`config.mk`:
```
export PLATFORM = sky130hd
export DESIGN_NAME = drbe_packet_receiver
export DESIGN_NICKNAME = d
export VERILOG_FILES = /design/src/rtl/drbe_pkt_pkg.sv /design/src/rtl/drbe_sync_fifo.sv /design/src/rtl/drbe_packet_receiver.sv
export SDC_FILE = /design/constraint.sdc
export NUM_CORES = 1
export LEC_CHECK = 0
export ABC_AREA = 1
export ABC_CLOCK_PERIOD_IN_PS = 10900
export CAP_MARGIN = 10
export CORE_AREA = 5 5 158 236
export DETAILED_ROUTE_END_ITERATION = 6
export DIE_AREA = 0 0 163 241
export GPL_TIMING_DRIVEN = 1
export PLACE_DENSITY = 0.67
export SYNTH_ARGS = -nofsm -noshare
export SYNTH_HDL_FRONTEND = slang
export SYNTH_SLANG_ARGS = --single-unit
```
`constraint.sdc`:
```
create_clock -name CLK -period 10.9 [get_ports CLK]
set_clock_uncertainty 0.2 [all_clocks]
set_input_delay 2.18 -clock CLK [delete_from_list [all_inputs] [get_ports CLK]]
set_output_delay 2.18 -clock CLK [all_outputs]
set_load 0.03 [all_outputs]
```
`src/rtl/drbe_pkt_pkg.sv`:
```
// Shared packet layout, serializer encoding and helpers for the DRBE packet receiver.
// Offsets describe the default 16-bit sample / 8-bit vector packet {dest_vec, sample1, sample0}.
package drbe_pkt_pkg;

  localparam int DATAWIDTH      = 16;
  localparam int ADDR_VEC_WIDTH = 8;

  function automatic int packet_width_of(input int dw, input int avw);
    return 2 * dw + avw;
  endfunction

  localparam int PACKET_WIDTH = packet_width_of(DATAWIDTH, ADDR_VEC_WIDTH);

  localparam int S0_LSB   = 0;
  localparam int S0_MSB   = DATAWIDTH - 1;
  localparam int S1_LSB   = DATAWIDTH;
  localparam int S1_MSB   = 2 * DATAWIDTH - 1;
  localparam int DEST_LSB = 2 * DATAWIDTH;
  localparam int DEST_MSB = PACKET_WIDTH - 1;

  typedef enum logic {
    LO = 1'b0,
    HI = 1'b1
  } ser_state_t;

  // Vector is zero-extended by the caller, so any node index below 32 is legal.
  function automatic logic dest_hit(input logic [31:0] vec, input int idx);
    return vec[idx];
  endfunction

endpackage

```
`src/rtl/drbe_sync_fifo.sv`:
```
// Single-clock FIFO with occupancy count; write-at-edge, head visible the cycle after a push into empty.
// Pushes while full and pops while empty are ignored; flush empties it at the next edge.
module drbe_sync_fifo #(
  parameter int width = 32,
  parameter int depth = 8
) (
  input  logic                     CLK,
  input  logic                     reset,
  input  logic                     flush,
  input  logic                     push,
  input  logic [width-1:0]         push_dat,
  input  logic                     pop,
  output logic [width-1:0]         head_dat,
  output logic                     full,
  output logic                     empty,
  output logic [$clog2(depth):0]   count
);

  localparam int ptr_w = $clog2(depth);
  localparam int cnt_w = ptr_w + 1;
  localparam logic [ptr_w-1:0] ptr_one = 1;
  localparam logic [cnt_w-1:0] cnt_one = 1;
  localparam logic [cnt_w-1:0] depth_c = cnt_w'(depth);

  logic [width-1:0] mem [depth];
  logic [ptr_w-1:0] wr_ptr, rd_ptr;
  logic [cnt_w-1:0] cnt;
  logic             do_push, do_pop;

  assign full     = (cnt == depth_c);
  assign empty    = (cnt == '0);
  assign count    = cnt;
  assign head_dat = mem[rd_ptr];
  assign do_push  = push && !full;
  assign do_pop   = pop && !empty;

  always_ff @(posedge CLK) begin
    if (reset || flush) begin
      wr_ptr <= '0;
      rd_ptr <= '0;
      cnt    <= '0;
    end else begin
      if (do_push) wr_ptr <= wr_ptr + ptr_one;
      if (do_pop)  rd_ptr <= rd_ptr + ptr_one;
      case ({do_push, do_pop})
        2'b10:   cnt <= cnt + cnt_one;
        2'b01:   cnt <= cnt - cnt_one;
        default: cnt <= cnt;
      endcase
    end
  end

  // Storage is not reset; the count alone defines what is valid.
  always_ff @(posedge CLK) begin
    if (do_push) mem[wr_ptr] <= push_dat;
  end

endmodule

```
`src/rtl/drbe_packet_receiver.sv`:
```
// Ring endpoint: filters normal/prefetch packets by node bit, buffers sample pairs, serializes to 16-bit stream.
// Hit at edge N shows on sample_out in cycle N+1; ready low holds sample_out, full FIFO drops packets (sticky overflow).
module drbe_packet_receiver
  import drbe_pkt_pkg::*;
#(
  parameter int datawidth            = DATAWIDTH,
  parameter int address_vector_width = ADDR_VEC_WIDTH,
  parameter int node_index           = 0,
  parameter int fifo_depth           = 8,
  parameter int packet_width         = packet_width_of(datawidth, address_vector_width)
) (
  input  logic                    CLK,
  input  logic                    reset,
  input  logic [packet_width-1:0] packet_in,
  input  logic                    packet_in_valid,
  input  logic [packet_width-1:0] prefetch_packet_in,
  input  logic                    prefetch_packet_in_valid,
  input  logic                    scenario_update,
  output logic [datawidth-1:0]    sample_out,
  output logic                    sample_out_valid,
  input  logic                    sample_out_ready,
  output logic                    overflow,
  output logic [15:0]             packet_count
);

  localparam int pair_w   = 2 * datawidth;
  localparam int cnt_w    = $clog2(fifo_depth) + 1;
  localparam int dest_lsb = 2 * datawidth;

  logic [address_vector_width-1:0] norm_dest, pf_dest;
  logic [pair_w-1:0]               norm_pair, pf_pair, hold_dat, push_dat, head_dat;
  logic                            norm_hit, pf_hit, hold_vld;
  logic                            fifo_push, fifo_pop, fifo_full, fifo_empty;
  logic [cnt_w-1:0]                fifo_count;
  logic                            hold_load, hold_clear, drop;
  logic [1:0]                      accept_cnt;
  logic [16:0]                     count_sum;
  ser_state_t                      state, state_nxt;

  assign norm_dest = packet_in[dest_lsb +: address_vector_width];
  assign pf_dest   = prefetch_packet_in[dest_lsb +: address_vector_width];
  assign norm_pair = packet_in[pair_w-1:0];
  assign pf_pair   = prefetch_packet_in[pair_w-1:0];
  assign norm_hit  = packet_in_valid && dest_hit(32'(norm_dest), node_index);
  assign pf_hit    = prefetch_packet_in_valid && dest_hit(32'(pf_dest), node_index);

  // Admission: normal traffic owns the single push port; the hold drains, or a prefetch
  // bypasses it, only on cycles the normal stream leaves the port idle and there is room.
  always_comb begin
    fifo_push  = 1'b0;
    push_dat   = norm_pair;
    hold_load  = 1'b0;
    hold_clear = 1'b0;
    drop       = 1'b0;
    accept_cnt = 2'd0;

    if (norm_hit) begin
      if (!fifo_full) begin
        fifo_push  = 1'b1;
        accept_cnt = accept_cnt + 2'd1;
      end else begin
        drop = 1'b1;
      end
    end

    if (!norm_hit && !fifo_full && hold_vld) begin
      fifo_push  = 1'b1;
      push_dat   = hold_dat;
      hold_clear = 1'b1;
    end

    if (pf_hit) begin
      if (!norm_hit && !fifo_full && !hold_vld) begin
        fifo_push  = 1'b1;
        push_dat   = pf_pair;
        accept_cnt = accept_cnt + 2'd1;
      end else if (!hold_vld || hold_clear) begin
        hold_load  = 1'b1;
        accept_cnt = accept_cnt + 2'd1;
      end else begin
        drop = 1'b1;
      end
    end
  end

  always_ff @(posedge CLK) begin
    if (reset || scenario_update) begin
      hold_vld <= 1'b0;
      hold_dat <= '0;
    end else if (hold_load) begin
      hold_vld <= 1'b1;
      hold_dat <= pf_pair;
    end else if (hold_clear) begin
      hold_vld <= 1'b0;
    end
  end

  assign count_sum = {1'b0, packet_count} + 17'(accept_cnt);

  always_ff @(posedge CLK) begin
    if (reset || scenario_update) begin
      overflow     <= 1'b0;
      packet_count <= '0;
    end else begin
      overflow     <= overflow | drop;
      packet_count <= count_sum[16] ? 16'hFFFF : count_sum[15:0];
    end
  end

  drbe_sync_fifo #(
    .width (pair_w),
    .depth (fifo_depth)
  ) u_pair_fifo (
    .CLK      (CLK),
    .reset    (reset),
    .flush    (scenario_update),
    .push     (fifo_push),
    .push_dat (push_dat),
    .pop      (fifo_pop),
    .head_dat (head_dat),
    .full     (fifo_full),
    .empty    (fifo_empty),
    .count    (fifo_count)
  );

  always_ff @(posedge CLK) begin
    if (reset || scenario_update) state <= LO;
    else                          state <= state_nxt;
  end

  // Head only moves on the HI handshake, so a stalled sample stays put.
  always_comb begin
    state_nxt        = state;
    fifo_pop         = 1'b0;
    sample_out_valid = !fifo_empty;
    sample_out       = '0;
    if (!fifo_empty) begin
      sample_out = (state == HI) ? head_dat[pair_w-1:datawidth] : head_dat[datawidth-1:0];
    end
    if (sample_out_valid && sample_out_ready) begin
      case (state)
        LO:      state_nxt = HI;
        HI: begin
          state_nxt = LO;
          fifo_pop  = 1'b1;
        end
        default: state_nxt = LO;
      endcase
    end
  end

endmodule

```
==> impl_metrics.yaml <==
critical_path:
  endpoint_kind: "output port"
  crit_type: "reg2out"
  worstPathMaxFanout: 92
  critPathArrivalTime_ns: 4.07
  crit_path_end: "sample_out[1]"
  rr_endpoint: "u_pair_fifo.count[2]$_SDFFE_PP0P_"
  r2r-start: "u_pair_fifo.count[0]$_SDFFE_PP0P_"
  startpoint_type: "register"
  rrSetupSlack_ns: 7.48
  rr_worst_depth: 14
  worst_ep_required_time_ns: 8.52
clock_tree:
  postCtsHoldBufs: 0
  cts_made_buffers: 27
  cts-root-buf: "clkbuf_16"
  clock_latency_ns: 0.56
  cts.path.max_buffers: 3
  htree_levels: 1
  post-cts-setup-buffers: 0
  clkTransAtPathRegs_ns: 0.07
  cts_resized: 0
  cts_tree: "built"
  cts.sinks: 320
sta:
  worst_slack_ns: 4.45
  setup_viol: 0
  hold_violations: 0
  fmax_mhz: 155
  tns_ns: 0
  tightest_slew_ns: 1.05
  timing.final.crit_share: 0.592
  relSlewSlack: 0.302
  layout_min_cycle_time_ns: 6.45
  finalMaxSlewViolations: 0
  grt_setup_unrepaired: "no"
global_route:
  grt_pass1_vias: 10146
  globalRouteTotalUtil: 0.179
  use_met1: 0.222
  grt_pass1_wl_um: 55500
  grt_busiest_layer: "met2"
  grt_max_degree: 93
  grt_antenna_before_repair: 0
  grt_use_met2: 0.311
  grt_overflow: 0
  gr-usage-met3: 0.0258
synthesis:
  yosysTopAreaCell: "edfxtp_1"
  async_flop_share: 0
  ys_ff_latch: 320
  yosysSeqAreaShare: 0.650
  synthFlopType: "edfxtp_1"
  synth_cells: 1383
  yosysWarnings: 0
  synth_edf_count: 256
  synth_area_leaders: "edfxtp_1, nand2_1, dfxtp_1"
  syn-num-nets: 1481
  syn-cell-area_sq_um: 13800
  ys_types: 33
  synth.avg_cell_area_sq_um: 9.98
  synth_largest_type_area_fraction: 0.557
power:
  p_leak_nw: 5.75
  vdd_drop_max_mv: 0.125
  p_per_area_nw_per_um2: 151
  p_total_mw: 2.43
final_layout:
  final_nets: 1555
  area_growth_pct: 16.5
  n_antenna_cell: 0
  layout-drive-gt1-share: 0.0602
floorplanning:
  placementRows: 84
  core_sq_um: 34900
  die-height_um: 241
  die_x_um: 163
  dieArea_sq_um: 39300
  initial_core_util: 0.396
  ios: 120
routing:
  wire_per_inst_um: 18.0
  first_pass_iters: 5
  drt_iter0_markers: 758
  routed_wl_um: 35200
  routed-via-count: 10260
  ant_nets: 0
  vias_per_cell: 5.26
  drc: 0
placed_design:
  place_congestion: 0.809
  numPortBuffers: 105
  dp_slack_ns: 4.99
  dp.final_hpwl_um: 20900
outcome:
  status: "complete, no violations"
min_path:
  hp-class: "reg2reg"
  min_path_cells: 2
run:
  drv_cap: 0
[cell usage after synthesis (5+ instances only)]
cell type / n
a21oi_1: 65
nand3_1: 243
nor2_1: 60
dfxtp_1: 64
ha_1: 11
buf_2: 43
a31oi_1: 33
o21ai_0: 10
buf_1: 7
xor2_1: 7
buf_4: 5
clkbuf_1: 26
nand2_1: 476
edfxtp_1: 256
inv_2: 5
inv_1: 43
[power by group]
| part | internal, mW | total, mW | switching [mW] | leakage (nW) |
|---|---|---|---|---|
| Combinational | 0.0598 | 0.177 | 0.117 | 2.53 |
| Clock | 0.475 | 0.897 | 0.423 | 0.390 |
| Sequential | 1.35 | 1.36 | 0.00592 | 2.83 |
[routing by layer]
layer,wire (um),vias up
met5,0,-
li1,-,4872
met3,2560,75
met4,1230,0
met1,13800,4884
met2,17500,429
[state kept, by name (all words and copies together) (netlist names), named ones only]
signal	count
u_pair_fifo.wr_ptr	3
u_pair_fifo.mem	256
u_pair_fifo.count	4
hold_vld	1
state	1
packet_count	16
hold_dat	32
u_pair_fifo.rd_ptr	3
overflow	1
[critical path, stage by stage, from the launching register on]
cell,delay (ns)
dfxtp_4,0.49
clkinv_2,0.45
buf_4,0.83
nand2_1,0.12
nand3_1,0.11
nand3_1,0.08
nand2_1,0.18
nand2_1,0.08
a21oi_1,0.30
clkdlybuf4s50_1,0.74
[cells in the final DEF, fill, tap and decap left out, types with 3 or more instances in the layout]
master | netlist | layout
a21oi_1 | 65 | 65
a21oi_2 | 4 | 4
a31oi_1 | 33 | 33
buf_4 | 5 | 23
clkbuf_1 | 26 | 10
clkbuf_16 | 0 | 27
clkdlybuf4s50_1 | 0 | 105
clkinv_1 | 0 | 7
clkinv_2 | 0 | 4
dfxtp_1 | 64 | 62
edfxtp_1 | 256 | 256
ha_1 | 11 | 11
inv_1 | 43 | 41
inv_2 | 5 | 5
nand2_1 | 476 | 475
nand3_1 | 243 | 243
nor2_1 | 60 | 56
nor2_4 | 2 | 6
nor3_2 | 1 | 5
o21ai_0 | 10 | 10
xnor2_1 | 3 | 3
xor2_1 | 7 | 7
[per-stage QoR]
stage / hold slack [ns] / instance area, sq um / utilization / cells
floorplan: 0.241 / 13800 / - / 1383
global placement: 0.248 / 15300 / 0.438 / 1901
detailed placement: 0.252 / 15300 / 0.438 / 1901
CTS: 0.262 / 16100 / 0.461 / 1951
global route: 0.282 / 16100 / 0.461 / 1951
finish: 0.262 / 16100 / 0.461 / 1951
[logic make-up after synthesis]
| kind of cell | count (synthesis) | synth area share |
|---|---|---|
| buffers and inverters | 131 | 0.0420 |
| AND/OR/NAND/NOR | 795 | 0.244 |
| AO/OA/AOI/OAI | 115 | 0.0465 |
| adder cells (fa/ha/maj) | 12 | 0.0114 |
| flip-flops | 320 | 0.650 |
| XOR/XNOR | 10 | 0.00635 |
[cell type report]
cell class              count  area, sq um
multi-input cells         932         4310
clock inverters            11         65.1
well taps                 473          592
repair buffers            128         1220
clock buffers              39          741
inverters                  48          181
fillers                  3281        18800
flip-flops and latches    320         8970
[worst min path at each step]
stage                               from                   endpoint  slack [ns]
2_1_floorplan   hold_dat[0]$_SDFFE_PP0P_   hold_dat[0]$_SDFFE_PP0P_        0.24
3_3_place_gp   hold_dat[11]$_SDFFE_PP0P_  hold_dat[11]$_SDFFE_PP0P_        0.25
3_5_place_dp   hold_dat[15]$_SDFFE_PP0P_  hold_dat[15]$_SDFFE_PP0P_        0.25
4_1_cts        hold_dat[17]$_SDFFE_PP0P_  hold_dat[17]$_SDFFE_PP0P_        0.26
5_1_grt        hold_dat[10]$_SDFFE_PP0P_  hold_dat[10]$_SDFFE_PP0P_        0.28
6_report       hold_dat[15]$_SDFFE_PP0P_  hold_dat[15]$_SDFFE_PP0P_        0.26
No activity file was read; power rests on OpenSTA's default activity.
